## src/rtl/rom_arbiter.sv

```systemverilog
// Round-robin arbiter sharing one combinational ROM between two one-word readers.
// Define ROM_RD_CNT_EN to add the rd_count_o completed-read counter.
module rom_arbiter #(
    parameter int ADDR_W = 4,
    parameter int DATA_W = 8
) (
    input  logic              clk_i,
    input  logic              rst_i,
    input  logic              req0_i,
    input  logic [ADDR_W-1:0] addr0_i,
    output logic              gnt0_o,
    output logic              rvalid0_o,
    output logic [DATA_W-1:0] rdata0_o,
    input  logic              req1_i,
    input  logic [ADDR_W-1:0] addr1_i,
    output logic              gnt1_o,
    output logic              rvalid1_o,
    output logic [DATA_W-1:0] rdata1_o,
    output logic [ADDR_W-1:0] rom_addr_o,
    input  logic [DATA_W-1:0] rom_dout_i,
    output logic              busy_o
`ifdef ROM_RD_CNT_EN
    ,
    output logic [15:0]       rd_count_o
`endif
);

    typedef enum logic {
        IDLE = 1'b0,
        READ = 1'b1
    } state_t;

    state_t            state_q;
    logic              owner_q;
    logic              last_q;
    logic              gnt0_q;
    logic              gnt1_q;
    logic              rvalid0_q;
    logic              rvalid1_q;
    logic [DATA_W-1:0] rdata0_q;
    logic [DATA_W-1:0] rdata1_q;
    logic [ADDR_W-1:0] rom_addr_q;
    logic              busy_q;
    logic              owner_d;
    logic [ADDR_W-1:0] addr_d;

    // Round-robin pick: on a tie the port that was not served last wins.
    always_comb begin
        owner_d = 1'b0;
        if (req0_i && req1_i) begin
            owner_d = ~last_q;
        end else if (req1_i) begin
            owner_d = 1'b1;
        end else begin
            owner_d = 1'b0;
        end
        addr_d = owner_d ? addr1_i : addr0_i;
    end

    // Grant/read FSM with all outputs registered.
    always_ff @(posedge clk_i) begin
        if (rst_i) begin
            state_q    <= IDLE;
            owner_q    <= 1'b0;
            last_q     <= 1'b1;
            gnt0_q     <= 1'b0;
            gnt1_q     <= 1'b0;
            rvalid0_q  <= 1'b0;
            rvalid1_q  <= 1'b0;
            rdata0_q   <= {DATA_W{1'b0}};
            rdata1_q   <= {DATA_W{1'b0}};
            rom_addr_q <= {ADDR_W{1'b0}};
            busy_q     <= 1'b0;
        end else begin
            case (state_q)
                IDLE: begin
                    rvalid0_q <= 1'b0;
                    rvalid1_q <= 1'b0;
                    if (req0_i || req1_i) begin
                        owner_q    <= owner_d;
                        rom_addr_q <= addr_d;
                        gnt0_q     <= ~owner_d;
                        gnt1_q     <= owner_d;
                        busy_q     <= 1'b1;
                        state_q    <= READ;
                    end else begin
                        gnt0_q <= 1'b0;
                        gnt1_q <= 1'b0;
                    end
                end
                READ: begin
                    gnt0_q <= 1'b0;
                    gnt1_q <= 1'b0;
                    if (owner_q) begin
                        rdata1_q  <= rom_dout_i;
                        rvalid1_q <= 1'b1;
                    end else begin
                        rdata0_q  <= rom_dout_i;
                        rvalid0_q <= 1'b1;
                    end
                    last_q  <= owner_q;
                    busy_q  <= 1'b0;
                    state_q <= IDLE;
                end
                default: begin
                    state_q <= IDLE;
                end
            endcase
        end
    end

`ifdef ROM_RD_CNT_EN
    logic [15:0] rd_count_q;

    // Counts completed reads; advances on the edge that raises rvalid.
    always_ff @(posedge clk_i) begin
        if (rst_i) begin
            rd_count_q <= 16'd0;
        end else if (state_q == READ) begin
            rd_count_q <= rd_count_q + 16'd1;
        end else begin
            rd_count_q <= rd_count_q;
        end
    end

    assign rd_count_o = rd_count_q;
`endif

    assign gnt0_o     = gnt0_q;
    assign gnt1_o     = gnt1_q;
    assign rvalid0_o  = rvalid0_q;
    assign rvalid1_o  = rvalid1_q;
    assign rdata0_o   = rdata0_q;
    assign rdata1_o   = rdata1_q;
    assign rom_addr_o = rom_addr_q;
    assign busy_o     = busy_q;

endmodule

```

## config.mk

```make
export PLATFORM = sky130hd
export DESIGN_NAME = rom_arbiter
export DESIGN_NICKNAME = d
export VERILOG_FILES = /design/src/rtl/rom_arbiter.sv
export SDC_FILE = /design/constraint.sdc
export NUM_CORES = 1
export LEC_CHECK = 0
export CORE_MARGIN = 2
export CORE_UTILIZATION = 36
export DETAILED_ROUTE_END_ITERATION = 12
export GPL_TIMING_DRIVEN = 0
export PLACE_DENSITY = 0.73
export SLEW_MARGIN = 10
export SYNTH_ARGS = -nofsm -noshare
export SYNTH_HDL_FRONTEND = slang
export SYNTH_SLANG_ARGS = --single-unit
```

## constraint.sdc

```tcl
create_clock -name clk_i -period 0.8 [get_ports clk_i]
set_input_delay 0.12 -clock clk_i [delete_from_list [all_inputs] [get_ports clk_i]]
set_output_delay 0.12 -clock clk_i [all_outputs]
set_load 0.01 [all_outputs]
```

# Word level (Yosys, flattened, before mapping)
# Cells that the tools add are included.
totals:
  regBits: 28
  latchBits: 0
  ramBits: 0
  rom_bits: 0
  out_inout_bits: 25
  memories: 0
classes:
  addsub: 0
  multipliers: 0
  n_div: 0
  magnitude_cmp: 0
  eq_ne: 3
  n_shift: 0
  n_mux: 15
  n_bitwise: 4
  n_reduce_logical: 5
op_table:
  columns: ["operator", "n"]
  rows:
  - ["1-bit one-hot mux with 2 select lines", 6]
  - ["1-bit 2-to-1 mux", 8]
  - ["2-bit AND reduction", 3]
  - ["4-bit 2-to-1 mux", 1]
  - ["2-bit inequality test, second input constant", 2]
  - ["1-bit NOT", 4]
  - ["2-bit by 1-bit inequality test with 1-bit output, second input constant", 1]
  - ["1-bit logical AND", 1]
  - ["1-bit logical OR", 1]

# Depth between registers and ports, before layout
# Gate-level depths: netlist of the first run.
logic_depth:
  word_depth: 5
  depth_mapped: 4
  depth_no_buf: 3

# Least setup slack after synthesis of the first run
# No wires, ideal clock.
synth_timing:
  path_kind: "register to register"
  from: "reg state_q"
  to: "reg rom_addr_q[0], in the netlist rom_addr_o[0]"
  arrival_time_ns: 0.824
  required_ns: 0.714
  setup_slack_ns: -0.109
  stages_incl_launch_ff: 4
  path_buffers: 0
  period_less_slack_ns: 0.909
  cell_sequence: "dfxtp_1 -> o21bai_2 -> a21oi_1 -> a211oi_1"
synth_via:
  elab_chain_cells: 2
synth_lines:
  columns: ["item", "line_no", "rtl"]
  rows:
  - ["start: declaration", "33", "state_t state_q;"]
  - ["start signal: assignment", "63", "state_q <= IDLE;"]
  - ["start signal: assignment", "85", "state_q <= READ;"]
  - ["start signal: assignment", "103", "state_q <= IDLE;"]
  - ["1-bit NOT (no source line)", null, null]
  - ["2-bit AND reduction (no source line)", null, null]
  - ["end signal: assignment", "72", "rom_addr_q <= {ADDR_W{1'b0}};"]
  - ["end signal: assignment", "81", "rom_addr_q <= addr_d;"]
  - ["end: declaration", "42", "logic [ADDR_W-1:0] rom_addr_q;"]
# No other way between the ends.
# A chain may end at the register's enable or synchronous reset.

# Worst setup path in the final report of the first run
layout_timing:
  from: "reg state_q"
  to: "reg rom_addr_q[3], in the netlist rom_addr_o[3]"
# Same word-level chain as after synthesis.

==> results of run 1 <==
[area by class of cell]
| type | instances | area [um^2] | share of cell area |
|---|---|---|---|
| Clock buffer | 3 | 22.52 | 0.01304 |
| Inverter | 2 | 7.507 | 0.004348 |
| Sequential cell | 28 | 599.3 | 0.3471 |
| Clock inverter | 1 | 30.03 | 0.01739 |
| Buffer | 5 | 31.28 | 0.01812 |
| Multi-Input combinational cell | 86 | 506.7 | 0.2935 |
| Tap cell | 31 | 38.79 | 0.02246 |
| Timing Repair Buffer | 48 | 490.5 | 0.2841 |
[per-stage QoR]
stage / instance area [um^2] / setup slack (ns) / instances
after detailed placement: 1503 / -0.6408 / 196
after CTS: 1657 / -0.1817 / 202
after global routing: 1727 / -0.2505 / 204
after floorplan: 1033 / -0.05475 / 122
final: 1727 / -0.1743 / 204
after global placement: 1503 / -0.5670 / 196
[routing by layer]
metal | vias to the layer above | wire, um
met2 | 35 | 1392
met4 | 0 | 0
met1 | 465 | 1141
met3 | 0 | 207
li1 | 498 | -
met5 | - | 0
[power by group through the flow]
| stage | clock network [uW] | logic (uW) | registers [uW] |
|---|---|---|---|
| finish | 915 | 581 | 1550 |
| floorplan | 0 | 190 | 1580 |
| CTS | 923 | 534 | 1550 |
| global placement | 0 | 491 | 1550 |
| detailed placement | 0 | 502 | 1560 |
| global route | 1010 | 629 | 1560 |
[sequential cells by signal (all words and copies together) (netlist names)]
signal / cells
rdata0_o: 8
rdata1_o: 8
rom_addr_o: 4
busy_o: 1
gnt0_o: 1
gnt1_o: 1
last_q: 1
owner_q: 1
rvalid0_o: 1
rvalid1_o: 1
state_q: 1
[cells by family (layout without fill, tap and decap cells)]
group,count (synthesis),in the layout
buffers and inverters,8,59
and+or+nand+nor,54,54
AOI/OAI and AO/OA,32,32
DFF,28,28
[critical path, stage by stage (launching register included)]
cell	delay (ns)
dfxtp_4	0.40
o21bai_4	0.21
a21oi_1	0.18
a211oi_2	0.09
[how the worst max path moves through the flow]
stage	from	cells after the start	end
3_3_place_gp	req1_i	4	rom_addr_o[0]
6_report	state_q	3	rom_addr_o[3]
3_5_place_dp	req1_i	4	rom_addr_o[1]
5_1_grt	last_q	4	owner_q
4_1_cts	last_q	3	rom_addr_o[2]
2_1_floorplan	state_q	3	rom_addr_o[0]
[repair_timing]
| item | CTS | global route |
|---|---|---|
| resized for setup | 163 | 15 |
| pin swaps | 13 | 7 |
| endpoints found under the setup margin | 50 | 51 |
| setup buffers | 3 | 2 |
[synthesized netlist by cell type]
library cell	instances
nand2_1	40
dfxtp_1	28
a21oi_1	24
nor2_1	9
a211oi_1	4
buf_2	4
clkbuf_1	2
inv_1	2
nand2b_1	2
a21bo_2	1
a21boi_4	1
and2_1	1
nor2b_1	1
nor3_1	1
o21ba_2	1
o21bai_2	1
[placed cells by master (no fill, tap or decap), drive strengths merged]
master         netlist  final
o21bai               1      1
nor2b                1      1
a21bo                1      1
dlygate4sd2          0      2
inv                  2      2
nor2                 9      9
clkbuf               2      5
a21boi               1      1
o21ba                1      1
a211oi               4      4
nand2b               2      2
dfxtp               28     28
bufinv               0      1
nand2               40     40
and2                 1      1
clkdlybuf4s50        0     16
buf                  4     33
nor3                 1      1
a21oi               24     24
==> results.py, run 1 <==
metrics = {
    "status": {
        "status": "finished with violations",
        "violations": "negative setup slack",
    },
    "worst_hold_path": {
        "hold_path_class": "input pin to flop",
        "min_delay_path_depth": 2,
        "hp-start": "rst_i",
        "hold_end": "rom_addr_o[3]",
    },
    "die": {
        "die_h_um": 56.96,
        "ios": 45,
        "row_count": 19,
        "dieArea_um2": 3244,
        "die_w_um": 56.96,
        "coreArea_um2": 2710,
        "floorplan.initialDensity": 0.3726,
    },
    "route": {
        "vias": 998,
        "wl_per_cell_um": 13.44,
        "routed_wl_mm": 2.741,
        "vias_per_cell": 4.892,
        "antenna_left": 0,
        "drc_errors": 0,
        "first_pass_iters": 4,
        "drtIter0Drc": 14,
    },
    "setup_path": {
        "path_max_fanout": 8,
        "r2r_end": "rom_addr_o[3]",
        "rr_worst_depth": 3,
        "worstPathArrival_ns": 1.21,
        "startpoint_type": "flop",
        "cp-end-kind": "flop",
        "critical_path_class": "flop to flop",
        "r2r-start": "state_q",
        "reg2reg_slack_ns": -0.17,
        "required_ns": 1.03,
    },
    "cells_and_area": {
        "layout.nets": 194,
        "final_core_util": 0.6371,
        "nFillCells": 255,
        "n_antenna_cell": 0,
        "drive_gt1_frac": 0.5202,
        "area_growth_pct": 71.00,
    },
    "synth": {
        "synth_cells": 122,
        "synth_seq_cells": 28,
        "yosys.area_share.simple": 0.2119,
        "synth_top_area_cell": "dfxtp_1",
        "syn_nets": 142,
        "yosysWarnings": 0,
        "avgSynthCellArea_um2": 8.276,
        "synth_top_area_frac": 0.5551,
        "synth_top_family_by_area": "simple AND/OR/NAND/NOR gates",
        "synth_compound_area_frac": 0.1983,
        "synth_seq_area_share": 0.5551,
        "synthAdderAreaFrac": 0,
        "synth_mux_area_frac": 0,
        "synth_cell_type_count": 16,
        "synthTopCellsByArea": "dfxtp_1 (56%), nand2_1 (15%), a21oi_1 (12%)",
        "synth-xor-area-share": 0,
        "syn_area_um2": 1010,
    },
    "sta": {
        "hold_slack_ns": 0.08650,
        "fin_crit_ns": 0.9743,
        "fin_crit_sh": 1.218,
        "grt_setup_unrepaired": "yes",
        "skew_ns": 0.01630,
        "fin_ws_ns": -0.1743,
        "report.final.slew_viol_count": 0,
        "timing.setup.tns_ns": -5.688,
        "fmax_mhz": 1026,
        "hold_violations": 0,
        "slew_headroom": 0.6386,
        "tightestPinTransition_ns": 0.5421,
        "setup_violations": 49,
    },
    "grt": {
        "met1_usage": 0.2003,
        "overflow": 0,
        "grt_max_degree": 17,
        "grt_usage": 0.1709,
        "use_met3": 0.04535,
        "gr-usage-met2": 0.3103,
        "busiest_layer": "met2",
        "antenna_found_initial": 0,
        "grt_pass1_wl_mm": 4.457,
        "grt_pass1_vias": 1028,
    },
    "power": {
        "power_switching_uw": 731.8,
        "swShare": 0.2401,
        "power.share.clock": 0.300,
        "pwr-share-seq": 0.509,
        "combinationalPowerShare": 0.191,
        "power_density_nw_per_um2": 1765,
        "p_total_uw": 3047,
        "cellLeakagePower_uw": 0.0006866,
        "internal_power_uw": 2316,
        "vdd_drop_max_mv": 1.239,
    },
    "cts": {
        "cts_root_buffer": "clkbuf_4",
        "cts_tree": "built",
        "cts_buffers": 3,
        "clk_pin_slew_ns": 0.16,
        "cts_hold_repair.buffers": 0,
        "clk_latency_ns": 0.33,
        "clock-sinks": 28,
        "clockBufferDepth": 2,
        "h-tree-depth": 1,
    },
    "placed_design": {
        "finalWeightedCongestion": 0.8612,
        "hpwl_mm": 1.982,
        "portBuffers": 43,
    },
    "flow_run": {
        "drv_cap": 0,
    },
}
(Power assumes the default switching activity.)
==> run 2: changes to the inputs <==
HOLD_SLACK_MARGIN = 0.08   (was unset)
==> results of run 2 <==
The final DEF is identical to that of run 1; final timing and power are the same.
==> run 3: changes to the inputs <==
CORE_UTILIZATION = 40   (was 36)
CTS_CLUSTER_SIZE = 24   (was unset)
PLACE_DENSITY = 0.77   (was 0.73)
clock period = 1 ns   (was 0.8 ns; I/O delays follow)
==> run 3 against run 2 <==
The run now ends clean; register-to-register slack improved by 0.18 ns; power down 30%; first-iteration DRC count fell by 7.1%; clock skew fell by 0.013 ns; critical path type unchanged; critical endpoint is now rdata0_o[7]; highest routed layer is now met4.
==> results.py, run 3 (same netlist as run 1, synthesis figures left out) <==
metrics = {
    "route": {
        "drtIter0Drc": 13,
        "wl_per_cell_um": 12.60,
        "vias_per_cell": 4.940,
        "antenna_left": 0,
        "first_pass_iters": 4,
        "drc_errors": 0,
        "routed_wl_mm": 2.533,
        "vias": 993,
    },
    "flow_run": {
        "drv_cap": 0,
    },
    "grt": {
        "antenna_found_initial": 0,
        "overflow": 0,
        "grt_pass1_wl_mm": 3.857,
        "grt_max_degree": 16,
        "grt_pass1_vias": 947,
        "grt_usage": 0.1836,
    },
    "sta": {
        "fin_crit_ns": 0.9920,
        "fin_crit_sh": 0.9920,
        "fmax_mhz": 1008,
        "slew_headroom": 0.6978,
        "timing.setup.tns_ns": 0,
        "tightestPinTransition_ns": 0.4533,
        "grt_setup_unrepaired": "yes",
        "hold_violations": 0,
        "fin_ws_ns": 0.008019,
        "report.final.slew_viol_count": 0,
        "skew_ns": 0.002980,
        "setup_violations": 0,
    },
    "die": {
        "coreArea_um2": 2432,
        "die_h_um": 54.24,
        "floorplan.initialDensity": 0.4151,
        "row_count": 18,
        "die_w_um": 54.24,
        "dieArea_um2": 2942,
        "ios": 45,
    },
    "status": {
        "status": "finished clean",
    },
    "power": {
        "vdd_drop_max_mv": 0.9344,
        "pwr-share-seq": 0.575,
        "cellLeakagePower_uw": 0.0006364,
        "power.share.clock": 0.248,
        "p_total_uw": 2132,
        "swShare": 0.2501,
        "power_density_nw_per_um2": 1436,
        "internal_power_uw": 1599,
        "combinationalPowerShare": 0.177,
        "power_switching_uw": 533.4,
    },
    "cts": {
        "cts_root_buffer": "clkbuf_4",
        "cts_tree": "built",
        "h-tree-depth": 1,
        "clockBufferDepth": 2,
        "clk_latency_ns": 0.32,
        "clock-sinks": 28,
        "clk_pin_slew_ns": 0.14,
        "cts_buffers": 3,
    },
    "placed_design": {
        "portBuffers": 43,
        "finalWeightedCongestion": 0.7219,
        "dp_slack_ns": -0.4200,
        "place_inst": 195,
        "hpwl_mm": 1.886,
    },
    "setup_path": {
        "required_ns": 1.25,
        "worstPathArrival_ns": 1.24,
        "reg2reg_slack_ns": 0.008,
        "startpoint_type": "flop",
        "crit_path_start": "state_q",
        "cp-end-kind": "flop",
        "critical_path_class": "flop to flop",
        "r2r-start": "state_q",
        "rr_worst_depth": 4,
        "path_max_fanout": 8,
        "r2r_end": "rdata0_o[7]",
    },
    "cells_and_area": {
        "mostFrequentLayoutCells": "nand2_1 (39), buf_2 (26), dfxtp_2 (24)",
        "nFillCells": 218,
        "layout.nets": 192,
        "n_antenna_cell": 0,
        "final_core_util": 0.6106,
        "drive_gt1_frac": 0.4152,
        "area_growth_pct": 47.09,
        "layout_commonest_cell": "nand2_1",
        "finalNonFillerCells": 201,
    },
    "worst_hold_path": {
        "min_delay_path_depth": 2,
        "hold_end": "rom_addr_o[3]",
        "hold_path_class": "input pin to flop",
        "hp-start": "rst_i",
    },
}
-- run 3: cell count changes in the layout (fill, tap and decap cells not counted), sizes merged --
cell,delta
clkbuf,+1
bufinv,-1
buf,-2
-- run 3: critical path: stages (launching register included) --
cell and delay, ns:
dfxtp_4 0.41, nor2b_1 0.16, buf_4 0.17, nand2_1 0.07
a21oi_1 0.12
-- run 3: stage by stage --
step                      hold WS, ns  area (um^2)
after floorplan                0.2860         1010
after global placement         0.4393         1478
after detailed placement       0.4455         1478
after CTS                     0.08812         1443
after global routing           0.1047         1485
final                         0.09523         1485
-- run 3: area by class of cell --
class                           count  area, um^2  area share
Tap cell                           30       37.54     0.02527
Sequential cell                    28       598.1      0.4027
Buffer                              6       35.03     0.02359
Inverter                            2       7.507    0.005055
Clock buffer                        4       36.28     0.02443
Multi-Input combinational cell     86       452.9      0.3050
Timing Repair Buffer               45       317.8      0.2140
-- run 3: how the worst max path moves through the flow --
stage / to / slack (ns) / depth (start not counted)
final: rdata0_o[7] / 0.008 / 4
after global routing: rom_addr_o[1] / -0.04 / 3
after CTS: rom_addr_o[0] / 0.004 / 3
after detailed placement: rom_addr_o[3] / -0.42 / 4
after global placement: rom_addr_o[0] / -0.35 / 4
after floorplan: rom_addr_o[0] / 0.09 / 3
-- run 3: power groups by stage --
stage | sequential, uW | combinational (uW) | clock [uW]
6_report | 1230 | 378 | 530
5_1_grt | 1230 | 416 | 594
4_1_cts | 1230 | 353 | 544
3_5_place_dp | 1240 | 388 | 0
3_3_place_gp | 1240 | 380 | 0
2_1_floorplan | 1260 | 144 | 0
-- run 3: what timing repair did --
item	CTS	global route
hold buffers	0	0
endpoints found under the setup margin	46	20
pin swaps	4	2
cloned	0	0
gates resized for setup	131	11
setup buffers	1	1
-- run 3: metal layers --
layer | wire length, um | vias to the layer above | track usage
met5 | 0 | - | 0
met4 | 33 | 0 | 0.07500
met3 | 225 | 4 | 0.03279
met2 | 1265 | 44 | 0.3414
met1 | 1010 | 448 | 0.2034
li1 | - | 497 | -
